$ cat src/rtl/cordic_ci_issuer.sv
// cordic_ci_issuer
// Streams 32-bit angle words from a valid/ready source into a small FIFO.
// Issues them one at a time to a variable-latency CORDIC custom-instruction
// accelerator over the start/dataa/done/result handshake, and presents each
// captured result on a valid/ready output.
// A watchdog aborts and resets an accelerator that never signals done, so
// the accelerator can be exercised and timed on hardware without a CPU.
module cordic_ci_issuer #(
    parameter int DATA_W     = 32,
    parameter int RES_W      = 21,
    parameter int FIFO_DEPTH = 4,
    parameter int TIMEOUT    = 255
) (
    input  logic              clock,
    input  logic              reset,
    input  logic              in_valid,
    output logic              in_ready,
    input  logic [DATA_W-1:0] in_data,
    output logic              ci_clk_en,
    output logic              ci_reset,
    output logic              ci_start,
    output logic [DATA_W-1:0] ci_dataa,
    input  logic              ci_done,
    input  logic [RES_W-1:0]  ci_result,
    output logic              out_valid,
    input  logic              out_ready,
    output logic [RES_W-1:0]  out_data,
    output logic              out_timeout,
    output logic              busy,
    output logic              err_sticky
);

    localparam int PTR_W = (FIFO_DEPTH > 1) ? $clog2(FIFO_DEPTH) : 1;
    localparam int CNT_W = PTR_W + 1;
    localparam logic [CNT_W-1:0] FULL_CNT = CNT_W'(FIFO_DEPTH);
    // The watchdog holds the number of completed WAIT cycles, so the abort
    // decision is taken in the WAIT cycle where it would reach TIMEOUT.
    localparam logic [15:0] WD_LAST = 16'(TIMEOUT - 1);

    typedef enum logic [1:0] {
        S_IDLE,
        S_ISSUE,
        S_WAIT,
        S_ABORT
    } state_t;

    state_t            state;

    logic [DATA_W-1:0] fifo_mem [FIFO_DEPTH];
    logic [PTR_W-1:0]  wr_ptr;
    logic [PTR_W-1:0]  rd_ptr;
    logic [CNT_W-1:0]  count;
    logic [15:0]       watchdog;

    logic              fifo_empty;
    logic              push;
    logic              pop;
    logic              slot_free;
    logic              capture;
    logic              timeout_hit;

    // Handshake qualifiers derived from registered state only
    assign fifo_empty  = (count == '0);
    assign in_ready    = (count != FULL_CNT);
    assign push        = in_valid && in_ready;
    // Output slot is free when empty or being drained this very cycle
    assign slot_free   = !out_valid || out_ready;
    assign pop         = (state == S_IDLE) && !fifo_empty && slot_free;
    // done is only meaningful while a request is outstanding
    assign capture     = ci_done && ((state == S_ISSUE) || (state == S_WAIT));
    // done in the last WAIT cycle beats the timeout
    assign timeout_hit = (state == S_WAIT) && !ci_done && (watchdog == WD_LAST);
    assign ci_reset    = reset || (state == S_ABORT);
    assign busy        = (state != S_IDLE) || !fifo_empty;

    // FIFO storage: data only, no reset needed
    always_ff @(posedge clock) begin
        if (push) begin
            fifo_mem[wr_ptr] <= in_data;
        end
    end

    // FIFO pointers and occupancy; power-of-two depth wraps pointers naturally
    always_ff @(posedge clock or posedge reset) begin
        if (reset) begin
            wr_ptr <= '0;
            rd_ptr <= '0;
            count  <= '0;
        end else begin
            if (push) begin
                wr_ptr <= wr_ptr + 1'b1;
            end
            if (pop) begin
                rd_ptr <= rd_ptr + 1'b1;
            end
            case ({push, pop})
                2'b10:   count <= count + 1'b1;
                2'b01:   count <= count - 1'b1;
                default: count <= count;
            endcase
        end
    end

    // Accelerator clock runs in every cycle once reset is released
    always_ff @(posedge clock or posedge reset) begin
        if (reset) begin
            ci_clk_en <= 1'b0;
        end else begin
            ci_clk_en <= 1'b1;
        end
    end

    // Issue FSM with registered strobe, operand, result slot and error flag
    always_ff @(posedge clock or posedge reset) begin
        if (reset) begin
            state       <= S_IDLE;
            ci_start    <= 1'b0;
            ci_dataa    <= '0;
            watchdog    <= '0;
            out_valid   <= 1'b0;
            out_data    <= '0;
            out_timeout <= 1'b0;
            err_sticky  <= 1'b0;
        end else begin
            ci_start <= 1'b0;
            // A capture below overrides this drain in the same cycle
            if (out_valid && out_ready) begin
                out_valid <= 1'b0;
            end
            case (state)
                S_IDLE: begin
                    if (pop) begin
                        ci_dataa <= fifo_mem[rd_ptr];
                        ci_start <= 1'b1;
                        state    <= S_ISSUE;
                    end
                end
                S_ISSUE: begin
                    watchdog <= '0;
                    if (capture) begin
                        out_data    <= ci_result;
                        out_timeout <= 1'b0;
                        out_valid   <= 1'b1;
                        state       <= S_IDLE;
                    end else begin
                        state <= S_WAIT;
                    end
                end
                S_WAIT: begin
                    watchdog <= watchdog + 1'b1;
                    if (capture) begin
                        out_data    <= ci_result;
                        out_timeout <= 1'b0;
                        out_valid   <= 1'b1;
                        state       <= S_IDLE;
                    end else if (timeout_hit) begin
                        out_data    <= '0;
                        out_timeout <= 1'b1;
                        out_valid   <= 1'b1;
                        err_sticky  <= 1'b1;
                        state       <= S_ABORT;
                    end
                end
                S_ABORT: begin
                    state <= S_IDLE;
                end
                default: begin
                    state <= S_IDLE;
                end
            endcase
        end
    end

endmodule
$ cat config.mk
export PLATFORM = sky130hd
export DESIGN_NAME = cordic_ci_issuer
export DESIGN_NICKNAME = d
export VERILOG_FILES = /design/src/rtl/cordic_ci_issuer.sv
export SDC_FILE = /design/constraint.sdc
export NUM_CORES = 1
export LEC_CHECK = 0
export CAP_MARGIN = 10
export CORE_ASPECT_RATIO = 1.4
export CORE_MARGIN = 5
export CORE_UTILIZATION = 45
export CTS_CLUSTER_DIAMETER = 60
export CTS_CLUSTER_SIZE = 14
export DETAILED_ROUTE_END_ITERATION = 10
export DONT_BUFFER_PORTS = 1
export PLACE_DENSITY = 0.67
export RECOVER_POWER = 50
export SLEW_MARGIN = 20
export SYNTH_ARGS = -nofsm -noshare
export SYNTH_HDL_FRONTEND = slang
export SYNTH_SLANG_ARGS = --single-unit
$ cat constraint.sdc
create_clock -name clock -period 2.75 [get_ports clock]
set_clock_uncertainty 0.1 [all_clocks]
set_input_delay 0.55 -clock clock [delete_from_list [all_inputs] [get_ports clock]]
set_output_delay 0.55 -clock clock [all_outputs]
set_load 0.02 [all_outputs]
==> run summary, run 1 <==
Status: completed
Chip Height: 170 um
Number of H-tree levels: 1
Crit-path max FO: 6
WL final: 15600 um
Top sig layer: met4
Router iterations before antenna repair: 4
Clk sinks: 211
TritonCTS clock tree: yes
Number of diodes: 0
Vias per cell: 5.53
Dpl hpwl: 10300 um
R2R Setup Slk: 420 ps
Final Max Slew Viols: 0
Worst Tran Pin Value: 1110 ps
Type of the worst min-delay path: in -> reg
Critical path class: reg -> reg
Clk root buf: clkbuf_16
Post-synth ARST share: 39.3%
Rows: 58
Hold slack: 56.9 ps
Seq. cell area: 5920 sq um
Crit path capture type: register
Clk_lat worst skew: 480 ps
Area contributors post-synth: edfxtp_1 47%, dfrtp_1 25%, mux4_2 8.7%
Final nets: 535
Most frequent cells after synthesis: 128 x edfxtp_1, 83 x dfrtp_1, 33 x mux2_2, 32 x mux4_2, 23 x a22o_1
Synth-to-layout area growth: 10.6%
EDFF count, synth: 128
Synthesized net count: 521
Final hold vios: 0
Unique masters post-synth: 48
Met2 routed WL: 8130 um
Final setup TNS: 0 ps
Leak Pwr: 3.35 nW
DP Worst Slack: 458 ps
Final worst setup slack: 417 ps
Post-synth top area cell: edfxtp_1
Iter 0 DRT Violations: 141
Area of the multi-input gates: 2170 sq um
FMAX: 429 MHz
CTS clk-pin slew, worst paths: 60 ps
Tot GR Track Use: 15.1%
Met1 Routed Length: 6010 um
Seq/Total Area, Yosys: 71.7%
Inst Count DP: 683
Post-DRT Antenna Nets: 0
Mapped cell area: 8260 sq um
Gpl congestion: 0.804
Core area: 18000 sq um
Filler Cells Inserted: 1516
Final Power: 10.5 mW
WL per Instance: 21.7 um
RSZ-0062 raised after global routing: no
Required @ worst endpoint: 3050 ps
Drc violations: 0
Largest net degree at the start of global routing: 42
Die Width: 125 um
Non-filler cells, final: 718
First-pass GRT wire length: 25300 um
Hold_sp: ci_done
Met3 routed WL: 1170 um
Critical Path AT: 2630 ps
Post-synthesis register bit count: 211
Top-count cell post-synth: edfxtp_1
Reg2reg start: count[0]
Crit Reg-Reg Endpoint: count[2]
Setup Fix Bufs, Post-CTS: 0
Worst slew margin: 26.3%
Setup-failing EPs final: 0
Max VDD drop: 0.000508 V
Primary FF master, synth: edfxtp_1
Die area: 21200 sq um
Hold Crit Endpoint: out_timeout
Vias in the first global route: 4355
Num CTS Buffers: 19
Setup crit start kind: register
CTS max path bufs: 3
Worst Hold Path Cells: 1
Synth Area per Inst: 18.3 sq um
Tmin final: 2330 ps
Initial antenna violation count: 0
R2R depth: 10
I/O Pins: 119
Yosys warning count: 0
Share of cells above drive strength 1: 23.8%
Max Cap Viol: 0
Port Buffer Count: 0
Cells after synthesis: 451
Yosys top cell area share: 46.5%
Cell Pwr Density: 1140 nW/um^2
Global route overflow: 0
Vias after detailed routing: 3972
Initial core utilization: 45.9%
Final period utilization: 84.8%
## per-layer routing
metal	GRT usage (%)	up-vias
li1	-	1765
met1	17.8	2067
met2	26.8	117
met3	4.62	23
met4	4.43	0
met5	0	-
## final cells by class
type / count / share of cell area [%]
Clock buffer: 31 / 5.69
Clock inverter: 3 / 0.274
Inverter: 12 / 0.506
Multi-Input combinational cell: 208 / 23.8
Sequential cell: 211 / 64.8
Tap cell: 240 / 3.28
Timing Repair Buffer: 13 / 1.68
## layout by cell type (no fill, tap or decap), types with 3 or more instances in the layout
cell type  instances
a21oi_1            7
a22o_1            23
and3_2             4
buf_12             5
buf_4              4
clkbuf_1          13
clkbuf_16         19
dfrtp_1           81
edfxtp_1         128
ha_1              11
inv_1             11
mux2_2            33
mux2i_1            3
mux4_2            32
nand2_1           12
nand3_1            8
nand4_1            3
nor2_1            14
nor4_1             7
o21ai_0            5
or3_1              4
xnor2_1           11
xor2_1             4
## through the flow
stage               utilization, %  instance area [sq um]
floorplan                        -                   8270
finish                        50.8                   9140
CTS                           50.9                   9170
detailed placement            47.8                   8610
global route                  50.8                   9140
global placement              47.8                   8610
## report_power, final
group	leakage, nW	total, mW	switching, mW	internal, mW
Combinational	0.890	2.64	1.23	1.41
Sequential	2.20	5.43	1.13	4.30
Clock	0.263	2.39	1.08	1.31
Total	3.35	10.5	3.44	7.01
## flip-flops by register name, summed over array words and instances, names as in the netlist
register / count
ci_clk_en: 1
ci_dataa: 32
ci_start: 1
count: 3
err_sticky: 1
fifo_mem: 128
out_data: 21
out_timeout: 1
out_valid: 1
rd_ptr: 2
state: 2
watchdog: 16
wr_ptr: 2
## cell families after synthesis
family | synth area share (%)
xor+xnor | 1.59
fa+ha+maj | 1.91
flops | 71.7
other cells | 0.0454
simple gates | 4.91
buf+inv | 2.10
compound gates | 4.20
mux | 13.6
## worst max-delay path by stage
stage	from	to	slack, ps	depth (start not counted)
after floorplan	count[0]	count[2]	620	9
after global placement	state[1]	count[2]	590	9
after detailed placement	state[1]	count[2]	460	9
after CTS	state[1]	count[2]	450	9
after global routing	state[1]	count[2]	220	9
final	count[0]	count[2]	420	10
## worst max-delay path, stage by stage (launching register included)
cell	delay [ps]
dfrtp_1	420
inv_1	120
nand3_1	90
clkbuf_1	240
nand2_1	200
ha_1	200
inv_1	60
fa_1	380
xor2_1	160
nor2_1	130
xor2_1	160
## repair_timing
item / 4_1_cts / 5_1_grt
endpoints found under the setup margin: 0 / 0
hold buffers: 1 / 0
hold endpoints to repair: 7 / 0
gates resized for setup: 0 / 0
(Power assumes the default switching activity.)
==> inputs of run 2 (changes only) <==
- clock period: 2.75 -> 2.01 ns (I/O delays scaled with it)
==> run 2 against run 1 <==
  * Sequential power is 34% higher
  * Sequential share of layout area is 5.8 points lower
  * Maximum frequency is 16% higher
  * Largest cell class unchanged
==> run summary, run 2 (synthesis results as in run 1) <==
RSZ-0062 raised after global routing: yes
Num CTS Buffers: 19
Top flop regs: fifo_mem: 128 flops, ci_dataa: 32 flops, out_data: 21 flops
Post-DRT Antenna Nets: 0
Vias after detailed routing: 4373
Setup crit start kind: register
Fin area: 10000 sq um
Filler Cells Inserted: 1413
Worst Path Buf+Inv: 2
Number of H-tree levels: 1
Critical path's slowest cell: dfrtp_1
Crit path cell chain: inv_2 -> ha_4 -> nor3b_2 -> ha_2 -> inv_1 -> fa_2 -> xor2_1 -> nor2_1 -> xor2_1
Max Cap Viol: 0
Status: completed
Max reg flops: 128
Initial core utilization: 45.9%
Tot GR Track Use: 15.8%
Port Buffer Count: 0
Required @ worst endpoint: 2310 ps
Slowest Stage Delay on Critical Path: 390 ps
Crit-path max FO: 2
Most frequent cell on the critical path: xor2_1
CTS clk-pin slew, worst paths: 70 ps
Gr busiest metal: met2
Worst Tran Pin Value: 705 ps
Crit path capture type: register
Type of the worst min-delay path: in -> reg
Drc violations: 0
First-pass GRT wire length: 26800 um
Rows: 58
Clk_lat worst skew: 480 ps
Critical path class: reg -> reg
Global route overflow: 0
Share of cells above drive strength 1: 27.5%
Commonest non-fill, non-tap cell in the layout: edfxtp_1
Chip Height: 170 um
FMAX: 499 MHz
Vias in the first global route: 4766
Area post-placement: 8840 sq um
Final Max Slew Viols: 0
Die Width: 125 um
Final period utilization: 99.6%
Max VDD drop: 0.000842 V
Routing usage on met3: 3.77%
Die area: 21200 sq um
Setup-failing EPs final: 0
TritonCTS clock tree: yes
Largest net degree at the start of global routing: 35
Critical Path AT: 2310 ps
Iter 0 DRT Violations: 176
Vias per cell: 5.49
I/O Pins: 119
Clk sinks: 211
Final hold vios: 0
M1 GR Usage: 19.6%
Biggest register: fifo_mem
Gpl congestion: 0.825
Top delay family on crit path: adder cells
WL per Instance: 21.3 um
Initial antenna violation count: 1
Synth-to-layout area growth: 21.5%
Met2 usage: 27.8%
Leak Pwr: 3.72 nW
Final nets: 613
Core area: 18000 sq um
Cell Pwr Density: 1490 nW/um^2
Router iterations before antenna repair: 4
CTS max path bufs: 3
Util after Layout: 55.8%
Tmin final: 2000 ps
WL final: 17000 um
Dpl hpwl: 10400 um
Worst slew margin: 52.9%
Most frequent cells in the layout: 128 x edfxtp_1, 81 x dfrtp_1, 55 x dlygate4sd3_1
Clk root buf: clkbuf_16
==> run 2: final timing paths <==
check / startpoint / end / slack (ps) / cells after the start
min: in_valid / wr_ptr[0] / 80 / 3
max: state[0] / count[2] / 7 / 9
max reg2reg: state[0] / count[2] / 7 / 9
max in group asynchronous: reset / ci_dataa[0] / 350 / 3
min in group asynchronous: reset / out_data[12] / 410 / 2
min reg2reg: count[0] / count[0] / 420 / 1
==> run 2: worst min-delay path, cell delays in order <==
cell     delay (ps)
nand2_2          50
buf_4           110
xnor2_1          60
==> run 2: through the flow <==
step / total power, mW / cells / TNS (ps) / setup slack, ps / hold slack (ps)
floorplan: 10.2 / 451 / 0 / 15.0 / 377
global placement: 11.5 / 702 / 0 / 54.6 / 316
detailed placement: 11.7 / 702 / -45.4 / -45.4 / 322
CTS: 15.1 / 791 / 0 / 0.0115 / 54.8
global route: 15.8 / 797 / -324 / -54.9 / 84.5
finish: 15.0 / 797 / 0 / 7.12 / 76.5
==> run 2: layout make-up <==
class	count	area (sq um)	share of cell area (%)
tap	240	300	2.99
clock inverter	2	25.0	0.249
inverter	12	48.8	0.486
sequential	211	5920	59.0
antenna	1	2.50	0.0249
clock buffer	32	524	5.22
timing repair buffer	89	940	9.36
multi-input combinational	210	2270	22.6
==> run 2: routing by layer <==
metal | routed length [um] | part of all wire, %
met1 | 6590 | 39
met2 | 8900 | 52
met3 | 1120 | 6.6
met4 | 380 | 2.2
met5 | 0 | 0
==> run 2: repair_timing <==
action	in CTS	in global routing
hold buffers	55	0
gates resized for setup	5	12
setup buffers	0	3
setup endpoints to repair	2	24
hold endpoints to repair	175	0
cloned	0	2
pin swaps	2	5
==> run 2: power by group <==
part           internal, mW  leakage, nW  switching (mW)
logic                  2.37         1.26            2.08
clock network          1.79        0.261            1.50
registers              5.88         2.20            1.37
